`src/rtl/fetch_unit_pkg.sv`:
```
// Shared fetch-stage constants: NOP encoding, fetch FSM state encodings,
// the buffered entry layout and a PC alignment helper.
package fetch_unit_pkg;

  localparam logic [31:0] INSTR_NOP = 32'h0000_0013;

  localparam logic [1:0] ST_IDLE = 2'd0;  // no request outstanding
  localparam logic [1:0] ST_REQ  = 2'd1;  // request raised, waiting for grant
  localparam logic [1:0] ST_WAIT = 2'd2;  // granted, waiting for response
  localparam logic [1:0] ST_DROP = 2'd3;  // granted, response will be discarded

  typedef struct packed {
    logic [31:0] pc;
    logic [31:0] instr;
  } fetch_entry_t;

  function automatic logic [31:0] align_pc(input logic [31:0] pc);
    return {pc[31:2], 2'b00};
  endfunction

endpackage

```
`src/rtl/fetch_fifo.sv`:
```
// Instruction buffer: circular FIFO with wrap-bit pointers. Flush wins over
// push and pop. A push while full is only accepted together with a pop.
module fetch_fifo #(
  parameter int WIDTH = 64,
  parameter int DEPTH = 2
) (
  input  logic                     clk_i,
  input  logic                     rst_i,
  input  logic                     push_i,
  input  logic [WIDTH-1:0]         data_i,
  input  logic                     pop_i,
  input  logic                     flush_i,
  output logic [WIDTH-1:0]         data_o,
  output logic                     full_o,
  output logic                     empty_o,
  output logic [$clog2(DEPTH):0]   count_o
);

  localparam int AW = $clog2(DEPTH);
  localparam logic [AW:0] DEPTH_C = DEPTH[AW:0];

  logic [AW:0]      wr_ptr;
  logic [AW:0]      rd_ptr;
  logic [WIDTH-1:0] mem [DEPTH];
  logic             do_push;
  logic             do_pop;

  assign count_o = wr_ptr - rd_ptr;
  assign full_o  = (count_o == DEPTH_C);
  assign empty_o = (wr_ptr == rd_ptr);
  assign data_o  = mem[rd_ptr[AW-1:0]];

  assign do_push = push_i && (!full_o || pop_i) && !flush_i;
  assign do_pop  = pop_i && !empty_o && !flush_i;

  // Pointer update; flush returns both pointers to the origin.
  always_ff @(posedge clk_i or negedge rst_i) begin
    if (!rst_i) begin
      wr_ptr <= '0;
      rd_ptr <= '0;
    end else if (flush_i) begin
      wr_ptr <= '0;
      rd_ptr <= '0;
    end else begin
      if (do_push) wr_ptr <= wr_ptr + 1'b1;
      if (do_pop)  rd_ptr <= rd_ptr + 1'b1;
    end
  end

  // Storage write; contents need no reset since empty gates the outputs.
  always_ff @(posedge clk_i) begin
    if (do_push) mem[wr_ptr[AW-1:0]] <= data_i;
  end

  // Slot reservation upstream must make an unpaired push into a full FIFO impossible.
  assert property (@(posedge clk_i) disable iff (!rst_i)
    !(push_i && full_o && !pop_i && !flush_i));

endmodule

```
`src/rtl/fetch_unit.sv`:
```
// Instruction fetch stage: single-outstanding request/response to imem,
// responses buffered with their PCs and offered to decode.
// Handshake: decode consumes the head at a rising edge where instr_valid_o and
// instr_ready_i are both high; imem accepts a request at an edge where
// imem_req_o and imem_gnt_i are both high, and a raised request holds its
// address until then.
module fetch_unit #(
  parameter logic [31:0] RESET_PC   = 32'h0000_0000,
  parameter int          FIFO_DEPTH = 2
) (
  input  logic        clk_i,
  input  logic        rst_i,
  output logic        imem_req_o,
  output logic [31:0] imem_addr_o,
  input  logic        imem_gnt_i,
  input  logic        imem_rvalid_i,
  input  logic [31:0] imem_rdata_i,
  input  logic        redirect_i,
  input  logic [31:0] redirect_pc_i,
  output logic        instr_valid_o,
  output logic [31:0] instr_o,
  output logic [31:0] instr_pc_o,
  input  logic        instr_ready_i,
  output logic [1:0]  state_o
);

  import fetch_unit_pkg::*;

  localparam int CW = $clog2(FIFO_DEPTH) + 1;
  localparam logic [CW-1:0] DEPTH_C = FIFO_DEPTH[CW-1:0];
  localparam logic [CW-1:0] ONE_C   = {{(CW-1){1'b0}}, 1'b1};

  logic [1:0]    state_q, state_d;
  logic [31:0]   fetch_pc_q, fetch_pc_d;
  logic [31:0]   addr_q, addr_d;
  logic [31:0]   gnt_pc_q, gnt_pc_d;
  logic          drop_pend_q, drop_pend_d;
  logic          req_q;

  logic [31:0]   redirect_pc;
  logic          fifo_push;
  logic          fifo_pop;
  logic          fifo_full;
  logic          fifo_empty;
  logic [CW-1:0] fifo_count;
  logic [CW-1:0] count_after;
  logic          slot_left;
  fetch_entry_t  push_entry;
  fetch_entry_t  head_entry;

  assign redirect_pc = align_pc(redirect_pc_i);
  assign fifo_pop    = !fifo_empty && instr_ready_i && !redirect_i;
  assign fifo_push   = (state_q == ST_WAIT) && imem_rvalid_i && !redirect_i;
  assign count_after = fifo_count + ONE_C - {{(CW-1){1'b0}}, fifo_pop};
  assign slot_left   = (count_after < DEPTH_C);
  assign push_entry  = '{pc: gnt_pc_q, instr: imem_rdata_i};

  fetch_fifo #(
    .WIDTH ($bits(fetch_entry_t)),
    .DEPTH (FIFO_DEPTH)
  ) u_fifo (
    .clk_i   (clk_i),
    .rst_i   (rst_i),
    .push_i  (fifo_push),
    .data_i  (push_entry),
    .pop_i   (fifo_pop),
    .flush_i (redirect_i),
    .data_o  (head_entry),
    .full_o  (fifo_full),
    .empty_o (fifo_empty),
    .count_o (fifo_count)
  );

  // Next-state logic: a redirect always retargets fetch_pc; a raised request
  // is never withdrawn, so a redirect in REQ is remembered and its grant drops.
  always_comb begin
    state_d     = state_q;
    fetch_pc_d  = fetch_pc_q;
    addr_d      = addr_q;
    gnt_pc_d    = gnt_pc_q;
    drop_pend_d = drop_pend_q;
    if (redirect_i) fetch_pc_d = redirect_pc;
    case (state_q)
      ST_IDLE: begin
        if (redirect_i) begin
          state_d = ST_REQ;
          addr_d  = redirect_pc;
        end else if (fifo_count < DEPTH_C) begin
          state_d = ST_REQ;
          addr_d  = fetch_pc_q;
        end
      end
      ST_REQ: begin
        if (redirect_i) drop_pend_d = 1'b1;
        if (imem_gnt_i) begin
          gnt_pc_d    = addr_q;
          drop_pend_d = 1'b0;
          if (redirect_i || drop_pend_q) begin
            state_d = ST_DROP;
          end else begin
            state_d    = ST_WAIT;
            fetch_pc_d = addr_q + 32'd4;
          end
        end
      end
      ST_WAIT: begin
        if (imem_rvalid_i) begin
          if (redirect_i) begin
            state_d = ST_REQ;
            addr_d  = redirect_pc;
          end else if (slot_left) begin
            state_d = ST_REQ;
            addr_d  = fetch_pc_q;
          end else begin
            state_d = ST_IDLE;
          end
        end else if (redirect_i) begin
          state_d = ST_DROP;
        end
      end
      ST_DROP: begin
        if (imem_rvalid_i) begin
          state_d = ST_REQ;
          addr_d  = redirect_i ? redirect_pc : fetch_pc_q;
        end
      end
      default: state_d = ST_IDLE;
    endcase
  end

  // State and address registers; reset abandons any in-flight transaction.
  always_ff @(posedge clk_i or negedge rst_i) begin
    if (!rst_i) begin
      state_q     <= ST_IDLE;
      fetch_pc_q  <= RESET_PC;
      addr_q      <= RESET_PC;
      gnt_pc_q    <= 32'd0;
      drop_pend_q <= 1'b0;
      req_q       <= 1'b0;
    end else begin
      state_q     <= state_d;
      fetch_pc_q  <= fetch_pc_d;
      addr_q      <= addr_d;
      gnt_pc_q    <= gnt_pc_d;
      drop_pend_q <= drop_pend_d;
      req_q       <= (state_d == ST_REQ);
    end
  end

  assign imem_req_o    = req_q;
  assign imem_addr_o   = addr_q;
  assign instr_valid_o = !fifo_empty;
  assign instr_o       = fifo_empty ? INSTR_NOP : head_entry.instr;
  assign instr_pc_o    = fifo_empty ? 32'd0 : head_entry.pc;
  assign state_o       = state_q;

endmodule

```
`config.mk`:
```
export PLATFORM = sky130hd
export DESIGN_NAME = fetch_unit
export DESIGN_NICKNAME = d
export VERILOG_FILES = /design/src/rtl/fetch_unit_pkg.sv /design/src/rtl/fetch_fifo.sv /design/src/rtl/fetch_unit.sv
export SDC_FILE = /design/constraint.sdc
export NUM_CORES = 1
export LEC_CHECK = 0
export ABC_AREA = 0
export BUFFER_PORTS_ARGS = -buffer_cell sky130_fd_sc_hd__buf_2
export CORE_ASPECT_RATIO = 1.4
export CORE_UTILIZATION = 30
export DETAILED_ROUTE_END_ITERATION = 7
export PLACE_DENSITY = 0.57
export SLEW_MARGIN = 40
export SYNTH_ARGS = -nofsm -noshare
export SYNTH_HDL_FRONTEND = slang
export SYNTH_HIERARCHICAL = 1
export SYNTH_SLANG_ARGS = --single-unit
```
`constraint.sdc`:
```
create_clock -name clk_i -period 7.7 [get_ports clk_i]
set_clock_uncertainty 0.05 [all_clocks]
set_input_delay 0.77 -clock clk_i [delete_from_list [all_inputs] [get_ports clk_i]]
set_output_delay 0.77 -clock clk_i [all_outputs]
set_load 0.03 [all_outputs]
```
=== Word-level counts from Yosys, hierarchy flattened ===
Memory sizes are Yosys's and may differ from the RTL's.
Index checks and enable logic that the tools add are counted.

* Bits in writable memories: 128
* Output and inout bits: 100
* Logic and storage cells: 79
* Memories kept: 1
* Input port bits: 70
* Register bits after elaboration: 104

{| class="wikitable"
|+ Memory list
! name !! depth !! width !! rd ports !! clocked after memory_dff !! wr ports !! RTL line !! RTL
|-
| u_fifo.mem || 2 || 64 || 1 || 0 || 1 || fetch_fifo.sv:24 || <nowiki>logic [WIDTH-1:0] mem [DEPTH];</nowiki>
|}

* Add/sub/neg operators: 6
* Reduce and logical (&&, ||, !) cells: 21
* Order comparisons: 2
* Equality and inequality tests: 10
* Mux-type cells: 31

{| class="wikitable"
|+ Operators with widths
! operator !! number
|-
| 2-to-1 mux 32 bit || 12
|-
| one-hot mux 32 bit (3 select lines) || 1
|-
| adder 32 x 3 -> 32 bit, second input constant || 1
|-
| 2-to-1 mux 2 bit || 10
|-
| logical AND 1 bit || 8
|-
| one-hot mux 2 bit (4 select lines) || 1
|-
| 2-to-1 mux 1 bit || 7
|-
| adder 2 x 1 -> 2 bit, second input constant || 3
|-
| == test 2 bit, second input constant || 3
|-
| inequality test 3 bit, second input constant || 2
|-
| nonzero test 2 bit || 3
|-
| AND reduction 5 bit || 1
|-
| == test 2 x 1 -> 1 bit, second input constant || 2
|-
| less-than comparator 2 bit, second input constant || 2
|-
| inequality test 2 bit, second input constant || 2
|-
| AND reduction 2 bit || 2
|-
| logical NOT 1 bit || 3
|-
| nonzero test 3 bit || 1
|-
| == test 2 bit || 1
|-
| logical NOT 2 bit || 1
|-
| logical OR 1 bit || 2
|-
| subtractor 2 x 1 -> 2 bit || 1
|-
| subtractor 2 bit || 1
|}

=== Longest topological paths before layout ===
Gate-level depths: netlist of the first run.

* Word-level depth: 11
* Depth in mapped cells: 9
* Gate-level depth less buffers: 8

=== Cells and area by module ===
The synthesis of the first run kept the hierarchy.

{| class="wikitable"
|+ Modules (own cells, without submodules)
! module !! area an instance (um^2) !! cells an instance !! seq. area each (um^2) !! instances
|-
| fetch_unit || 5034.8 || 447 || 2502.4 || 1
|-
| fetch_fifo || 4902.2 || 235 || 3943.8 || 1
|}

=== Least setup slack after synthesis of the first run ===
Ideal clock, no wire load.

* Path type: input to register
* Start point: in redirect_i
* End point: mem u_fifo.mem[0][0] (enable)
* Buffers on the path: 2
* Setup time: 0.564 ns
* Cell stages on the path: 5
* Setup slack: 0.961 ns
* Arrival: 6.125 ns
* Required time: 7.086 ns
* Cell sequence: buf_1 -> clkbuf_1 -> nor3_1 -> o21ai_0 -> nor3_1

* Elaborated cells on any way between the ends: 8
* Those cells by class: mux (2); reduce/logical (6)

{| class="wikitable"
|+ RTL lines
! what !! RTL line !! RTL
|-
| start, declared || fetch_unit.sv:18 || <nowiki>input logic redirect_i,</nowiki>
|-
| logical NOT 1 bit || fetch_unit.sv:53 || <nowiki>assign fifo_push = (state_q == ST_WAIT) && imem_rvalid_i && !redirect_i;</nowiki>
|-
| logical AND 1 bit || fetch_unit.sv:53 ||
|-
| via fifo_push || fetch_unit.sv:41 || <nowiki>logic fifo_push;</nowiki>
|-
| logical AND 1 bit (2 in a row) || fetch_fifo.sv:33 || <nowiki>assign do_push = push_i && (!full_o || pop_i) && !flush_i;</nowiki>
|-
| 2-to-1 mux 1 bit || fetch_fifo.sv:52 || <nowiki>if (do_push) mem[wr_ptr[AW-1:0]] <= data_i;</nowiki>
|-
| 2-to-1 mux 1 bit (not written as such) || fetch_fifo.sv:52 ||
|-
| end, declared || fetch_fifo.sv:24 ||
|}

The timed path passes the listed nets, and every way through them passes these cells.

=== Worst setup path in the final report of the first run ===
* Start point: reg u_fifo.rd_ptr[0]
* End point: mem u_fifo.mem[0][25] (enable)

* Cells in the longest elaborated chain, start to end: 9
* Elaborated cells on any way between the ends: 12
* Those cells by class: add/sub (1); eq/ne (2); mux (2); reduce/logical (7)

{| class="wikitable"
|+ RTL lines
! what !! RTL line !! RTL
|-
| start, declared || fetch_fifo.sv:23 || <nowiki>logic [AW:0] rd_ptr;</nowiki>
|-
| start signal, assigned || fetch_fifo.sv:46 || <nowiki>if (do_pop) rd_ptr <= rd_ptr + 1'b1;</nowiki>
|-
| == test 2 bit || fetch_fifo.sv:30 || <nowiki>assign empty_o = (wr_ptr == rd_ptr);</nowiki>
|-
| via fifo_empty || fetch_unit.sv:44 || <nowiki>logic fifo_empty;</nowiki>
|-
| logical NOT 1 bit || fetch_unit.sv:52 || <nowiki>assign fifo_pop = !fifo_empty && instr_ready_i && !redirect_i;</nowiki>
|-
| logical AND 1 bit (2 in a row) || fetch_unit.sv:52 ||
|-
| via fifo_pop || fetch_unit.sv:42 || <nowiki>logic fifo_pop;</nowiki>
|-
| logical OR 1 bit || fetch_fifo.sv:33 ||
|-
| logical AND 1 bit (2 in a row) || fetch_fifo.sv:33 ||
|-
| 2-to-1 mux 1 bit || fetch_fifo.sv:52 ||
|-
| 2-to-1 mux 1 bit (not written as such) || fetch_fifo.sv:52 ||
|}

The timed path passes the listed nets, and every way through them passes these cells.

==> metrics, run 1 <==
min cycle time layout 4.007 ns; Reg area 6450 sq um; crit-path cells buf_12, ha_1, and2_2, nor2b_1, nor2b_1, nand2b_1, o21ai_0, nor3_4, buf_4; core footprint 32500 sq um; critical path type reg2reg; number of flops mapped to enable cells by yosys 128; Die Width 155.8 um; number of fill cells 3113; gr usage total 13.25%; crit path launch type register; routed vias 5933; most used routing layer met2; 1st-pass router iterations 4; Achievable Freq 249.6 MHz; Max FO, Critical Path 39; period utilization 52.04%; Critical Path Source u_fifo/rd_ptr[0]; sequential cell area fraction in the yosys report 64.87%; fin nets 925; outcome complete, no violations; Port Buffer Count 167; Critical Path RT 7.79 ns; design area 12240 sq um; share of flip-flops with an asynchronous set or reset 44.83%; Max Cap Viol 0; setup bufs post-CTS 0; chip height 217.3 um; CTS HTree Levels 1; Critical R2R Launch u_fifo/rd_ptr[0]; final WL 22.27 mm; crit path max-delay cell type dfrtp_4; Root Driver clkbuf_16; ANT cells 0; Yosys reg bits 232; Setup WS pre-CTS 3.600 ns; slew margin rel. 48.41%; Power Dens Cells 331.1 nW/um^2; Cell Area, Synth 9937 sq um; CP arrival 4.10 ns; min-delay worst type in2async; Reg2Reg Depth 9; static leakage 4.829 nW; RSZ-0062 raised after global routing no; TritonCTS clock tree yes; Slew @ Worst Pin 0.7738 ns; cts hold-fix bufs 0; # DRC 0; synth top area cells edfxtp_1, dfrtp_1, mux2_2; PnR Total Power 4.055 mW; fin util 37.68%; post-route ant nets 0; dpl cell area 11340 sq um; dominant synthesized flop cell edfxtp_1; DR WL/cell 16.98 um; Clock Path Buffers 3; Syn-to-layout area delta 23.22%; initial antenna violation count 1; Iter 0 DRT Violations 172; Avg Synthesized Cell Area 14.57 sq um; Post-CTS Resized 0; most frequent CP cell nor2b_1; Yosys cell types 42; Synth Warn # 6; final worst slack 3.693 ns; Peak VDD IR 212.1 uV; dpl hpwl 13.99 mm; CTS clk-pin slew, worst paths 0.06 ns; # clock sinks 232; initial core utilization 30.58%; final slew viol count 0; largest net degree at the start of global routing 66; Sw Ratio 31.28%; CP Capture Type register; vias in the first global route 6181; GRT overflow 0; Routability Congestion 0.7082; IO Pins 170; Synth top area share 38.68%; post-DR vias/cell 4.526; R2R setup slack 3.69 ns; most common cell after layout, fill and taps aside buf_2; CP max stage delay 0.64 ns; Syn Inst Count 682; clk_lat worst skew 0.52 ns; Die Footprint 33860 sq um; ratio of cells with drive above 1 in the final layout 44.89%; first-pass GRT wire length 34.44 mm; area of the multi-input gates 3352 sq um; area leader, netlist edfxtp_1; clock power share 31.5%; Num CTS Buffers 25; Mapped Nets 754; routing usage on met1 15.83%; Setup Viol. Count Final 0; worst r2r dst u_fifo/mem[0][25]; combinational power share 23.2%; final hold vios 0; switching power total 1.268 mW; Setup TNS 0 ns; met3 Resource Use GR 2.111%; P_int 2.786 mW; met2 GRT Util 23.97%; sequential share of power 45.3%; most frequent cells in the layout buf_2, mux2_2, edfxtp_1; # rows 78
-- area by class of cell --
cell class	count	share of cell area, %
inverter	10	0.3066
timing repair buffer	178	7.848
sequential	232	52.68
clock buffer	36	6.193
tap	440	4.496
multi-input combinational	406	27.38
clock inverter	9	1.104
-- cell usage after synthesis (2+ instances only) --
| cell | number |
|---|---|
| a21oi_1 | 26 |
| a311oi_1 | 2 |
| a31oi_1 | 4 |
| and3_1 | 3 |
| and4_1 | 3 |
| buf_1 | 6 |
| buf_2 | 12 |
| buf_4 | 2 |
| clkbuf_1 | 13 |
| dfrtp_1 | 104 |
| edfxtp_1 | 128 |
| ha_1 | 2 |
| inv_1 | 10 |
| mux2_2 | 156 |
| mux2i_1 | 6 |
| nand2_1 | 17 |
| nand2b_1 | 4 |
| nand3_1 | 13 |
| nand4_1 | 6 |
| nand4_2 | 2 |
| nor2_1 | 32 |
| nor2b_1 | 67 |
| nor3_1 | 5 |
| o211ai_1 | 2 |
| o21ai_0 | 11 |
| or2_2 | 3 |
| or3_1 | 2 |
| xnor2_1 | 6 |
| xor2_1 | 22 |
-- per-layer routing --
layer	wire length (um)	share of wire, %
met5	13	0.058
met1	9387	42
met3	825	3.7
met4	443	2.0
met2	11600	52
-- critical path: cells and delay by family, from the launching register on --
family                     cells  cell delay, ns
adders and majority gates      1            0.32
and+or+nand+nor                5            1.52
buffers and inverters          2            0.87
AOI/OAI and AO/OA              1            0.16
DFF                            1            0.64
-- cells by family after synthesis --
| group | share of synthesized area, % |
|---|---|
| flops | 64.87 |
| simple gates | 9.444 |
| mux | 18.28 |
| compound gates | 2.783 |
| buf+inv | 1.901 |
| xor+xnor | 2.468 |
| fa+ha+maj | 0.2518 |
-- flip-flops by register name, indices dropped and copies added, names as in the netlist --
name	cells
drop_pend_q	1
fetch_pc_q	32
gnt_pc_q	32
imem_addr_o	32
imem_req_o	1
state_o	2
u_fifo/mem	128
u_fifo/rd_ptr	2
u_fifo/wr_ptr	2
-- per-stage QoR --
stage,hold WS (ns),cells
floorplan,0.3866,682
global placement,0.3939,1264
detailed placement,0.4006,1266
CTS,0.2966,1311
global route,0.2032,1311
finish,0.1571,1311
-- worst max-delay path by stage --
| stage | to | cells after the start |
|---|---|---|
| after CTS | u_fifo/mem[0][25] | 9 |
| after detailed placement | u_fifo/mem[0][30] | 9 |
| after global placement | u_fifo/mem[0][16] | 8 |
| final | u_fifo/mem[0][25] | 9 |
| after floorplan | u_fifo/mem[0][0] | 5 |
| after global routing | u_fifo/mem[0][25] | 9 |
-- power by group through the flow --
stage	sequential (mW)	clock (mW)	combinational, mW
5_1_grt	1.88	1.37	1.02
3_3_place_gp	1.85	0	0.938
3_5_place_dp	1.87	0	0.955
6_report	1.84	1.28	0.940
2_1_floorplan	1.96	0	0.533
4_1_cts	1.84	1.32	0.958
Note: power is estimated with default switching activity, not from simulation.
==> inputs of run 2 (changes only) <==
PLACE_DENSITY = 0.59   (was 0.57)
clock period = 3.45 ns   (was 7.7 ns; I/O delays follow)
==> metrics, run 2 (synthesis gave the netlist of run 1 again) <==
outcome complete, no violations; ratio of cells with drive above 1 in the final layout 43.63% (-1.3 points); Reg2Reg Depth 8 (-1); # clock sinks 232 (unchanged); min-delay worst type in2reg; chip height 217.3 um (unchanged); critical path type reg2out; Root Driver clkbuf_16; Worst Hold Depth 2; dpl cell area 11450 sq um (+0.94%); Die Footprint 33860 sq um (unchanged); Peak VDD IR 439.6 uV (+110%); Critical R2R Launch u_fifo/wr_ptr[1]; Syn-to-layout area delta 26.48%; post-route ant nets 0 (unchanged); initial antenna violation count 3 (+2); vias in the first global route 6281 (+1.6%); Max Cap Viol 0 (unchanged); core footprint 32500 sq um (unchanged); max FFs per register 128 (unchanged); initial core utilization 30.58% (unchanged); Achievable Freq 306.1 MHz; crit path launch type register; Slew @ Worst Pin 0.7905 ns (+0.01673 ns); post-DR vias/cell 4.458 (-1.5%); number of fill cells 3102 (-0.35%); min-delay src imem_gnt_i; Post-CTS Resized 0 (unchanged); Setup WS pre-CTS 0.5026 ns (-3.097 ns); 1st-pass router iterations 4 (unchanged); worst r2r dst imem_addr_o[23]; hold path endpoint drop_pend_q; TritonCTS clock tree yes; IO Pins 170 (unchanged); Power Dens Cells 703.4 nW/um^2 (+110%); most common cell after layout, fill and taps aside buf_2; CP max stage delay 0.63 ns (about the same); slew margin rel. 47.30% (-1.1 points); most frequent cells in the layout buf_2, mux2_2, edfxtp_1; fin util 38.67% (+1.0 points); final WL 22.55 mm (+1.3%); gr usage total 13.56% (+0.31 points); cell count after placement 1271 (+0.39%); # rows 78 (unchanged); CTS HTree Levels 1 (unchanged); PnR Total Power 8.840 mW (+120%); final slew viol count 0 (unchanged); routed vias 6023 (+1.5%); design area 12570 sq um (+2.6%); Routability Congestion 0.7248 (+2.3%); Final Non-Filler Cells 1351 (+3.1%); Max FO, Critical Path 65 (+67%); final hold vios 0 (unchanged); crit path max-delay cell type buf_4; CTS clk-pin slew, worst paths 0.06 ns (about the same); Clock Path Buffers 3 (unchanged); Num CTS Buffers 25 (unchanged); Die Width 155.8 um (unchanged); fin nets 963 (+4.1%); period utilization 94.69%; CP Capture Type primary output; final worst slack 0.1833 ns (-3.510 ns); Iter 0 DRT Violations 223 (+30%); Port Buffer Count 167 (unchanged); Critical Path RT 3.05 ns (-4.74 ns); min cycle time layout 3.267 ns; GRT overflow 0 (unchanged); largest net degree at the start of global routing 69 (+4.5%); R2R setup slack 0.48 ns (-3.21 ns); dpl hpwl 14.22 mm (+1.7%); clk_lat worst skew 0.53 ns (about the same); # DRC 0 (unchanged); crit-path cells xnor2_1, and2_4, buf_4, or2_2, buf_2; first-pass GRT wire length 35.28 mm (+2.4%); static leakage 4.948 nW (+2.5%); DR WL/cell 16.69 um (-1.7%); CP arrival 2.87 ns (-1.23 ns); RSZ-0062 raised after global routing no; Setup Viol. Count Final 0 (unchanged)
==> run 2: changes by cell type in the layout (fill, tap and decap cells not counted), moves of 3 or more <==
cell and change:
clkbuf_8 -3, buf_4 +3, dlygate4sd3_1 +33, buf_12 +4, clkbuf_1 +5, bufinv_16 -3
clkinv_1 +3
==> run 2: how the worst max path moves through the flow <==
stage / startpoint / endpoint / slack [ns] / cells after the start
after detailed placement: u_fifo/rd_ptr[1] / imem_addr_o[24] / 0.50 / 8
after floorplan: u_fifo/wr_ptr[0] / u_fifo/mem[0][0] / -0.04 / 8
final: u_fifo/wr_ptr[1] / instr_o[4] / 0.18 / 5
after global placement: u_fifo/rd_ptr[1] / imem_addr_o[26] / 0.56 / 8
after CTS: u_fifo/wr_ptr[1] / instr_o[0] / 0.14 / 5
after global routing: u_fifo/wr_ptr[1] / instr_o[4] / 0.004 / 5
==> run 2: repair_timing <==
| item | CTS | global route |
|---|---|---|
| endpoints found under the setup margin | 0 | 0 |
| setup buffers | 0 | 0 |
| hold buffers | 33 | 0 |
| endpoints found under the hold margin | 87 | 0 |
==> run 2: final cells by class <==
type | count | area [sq um] | area share [%]
clock buffer | 38 | 735.7 | 5.854
timing repair buffer | 216 | 1355 | 10.78
tap | 440 | 550.5 | 4.380
clock inverter | 8 | 50.05 | 0.3982
inverter | 10 | 37.54 | 0.2987
multi-input combinational | 406 | 3386 | 26.94
antenna | 1 | 2.502 | 0.01991
sequential | 232 | 6451 | 51.33
==> run 2: metal layers <==
layer | GRT usage [%] | wire (um) | part of all wire, % | vias to the layer above
met2 | 24.61 | 11760 | 52 | 116
met4 | 5.131 | 625 | 2.8 | 4
met5 | 0 | 19 | 0.084 | -
met3 | 2.370 | 956 | 4.2 | 39
li1 | - | - | - | 2890
met1 | 15.72 | 9187 | 41 | 2974
==> run 2: critical path: cells and delay by family (launching register included) <==
family,cells,cell delay (ns)
and+or+nand+nor,2,0.49
DFF,1,0.41
buffers and inverters,2,0.82
xor gates and xnor gates,1,0.60
==> run 2: report_power, final <==
| group | switching [mW] | total, mW | internal [mW] | leakage (nW) |
|---|---|---|---|---|
| Sequential | 0.520 | 4.09 | 3.57 | 2.39 |
| Clock | 1.09 | 2.57 | 1.48 | 0.382 |
| Combinational | 1.23 | 2.18 | 0.952 | 2.17 |
==> run 2: per-stage QoR <==
step	setup TNS [ns]	hold slack (ns)
2_1_floorplan	-2.855	-0.0005911
3_3_place_gp	0	0.3932
3_5_place_dp	0	0.2347
4_1_cts	0	0.005707
5_1_grt	0	0.01974
6_report	0	0.03048
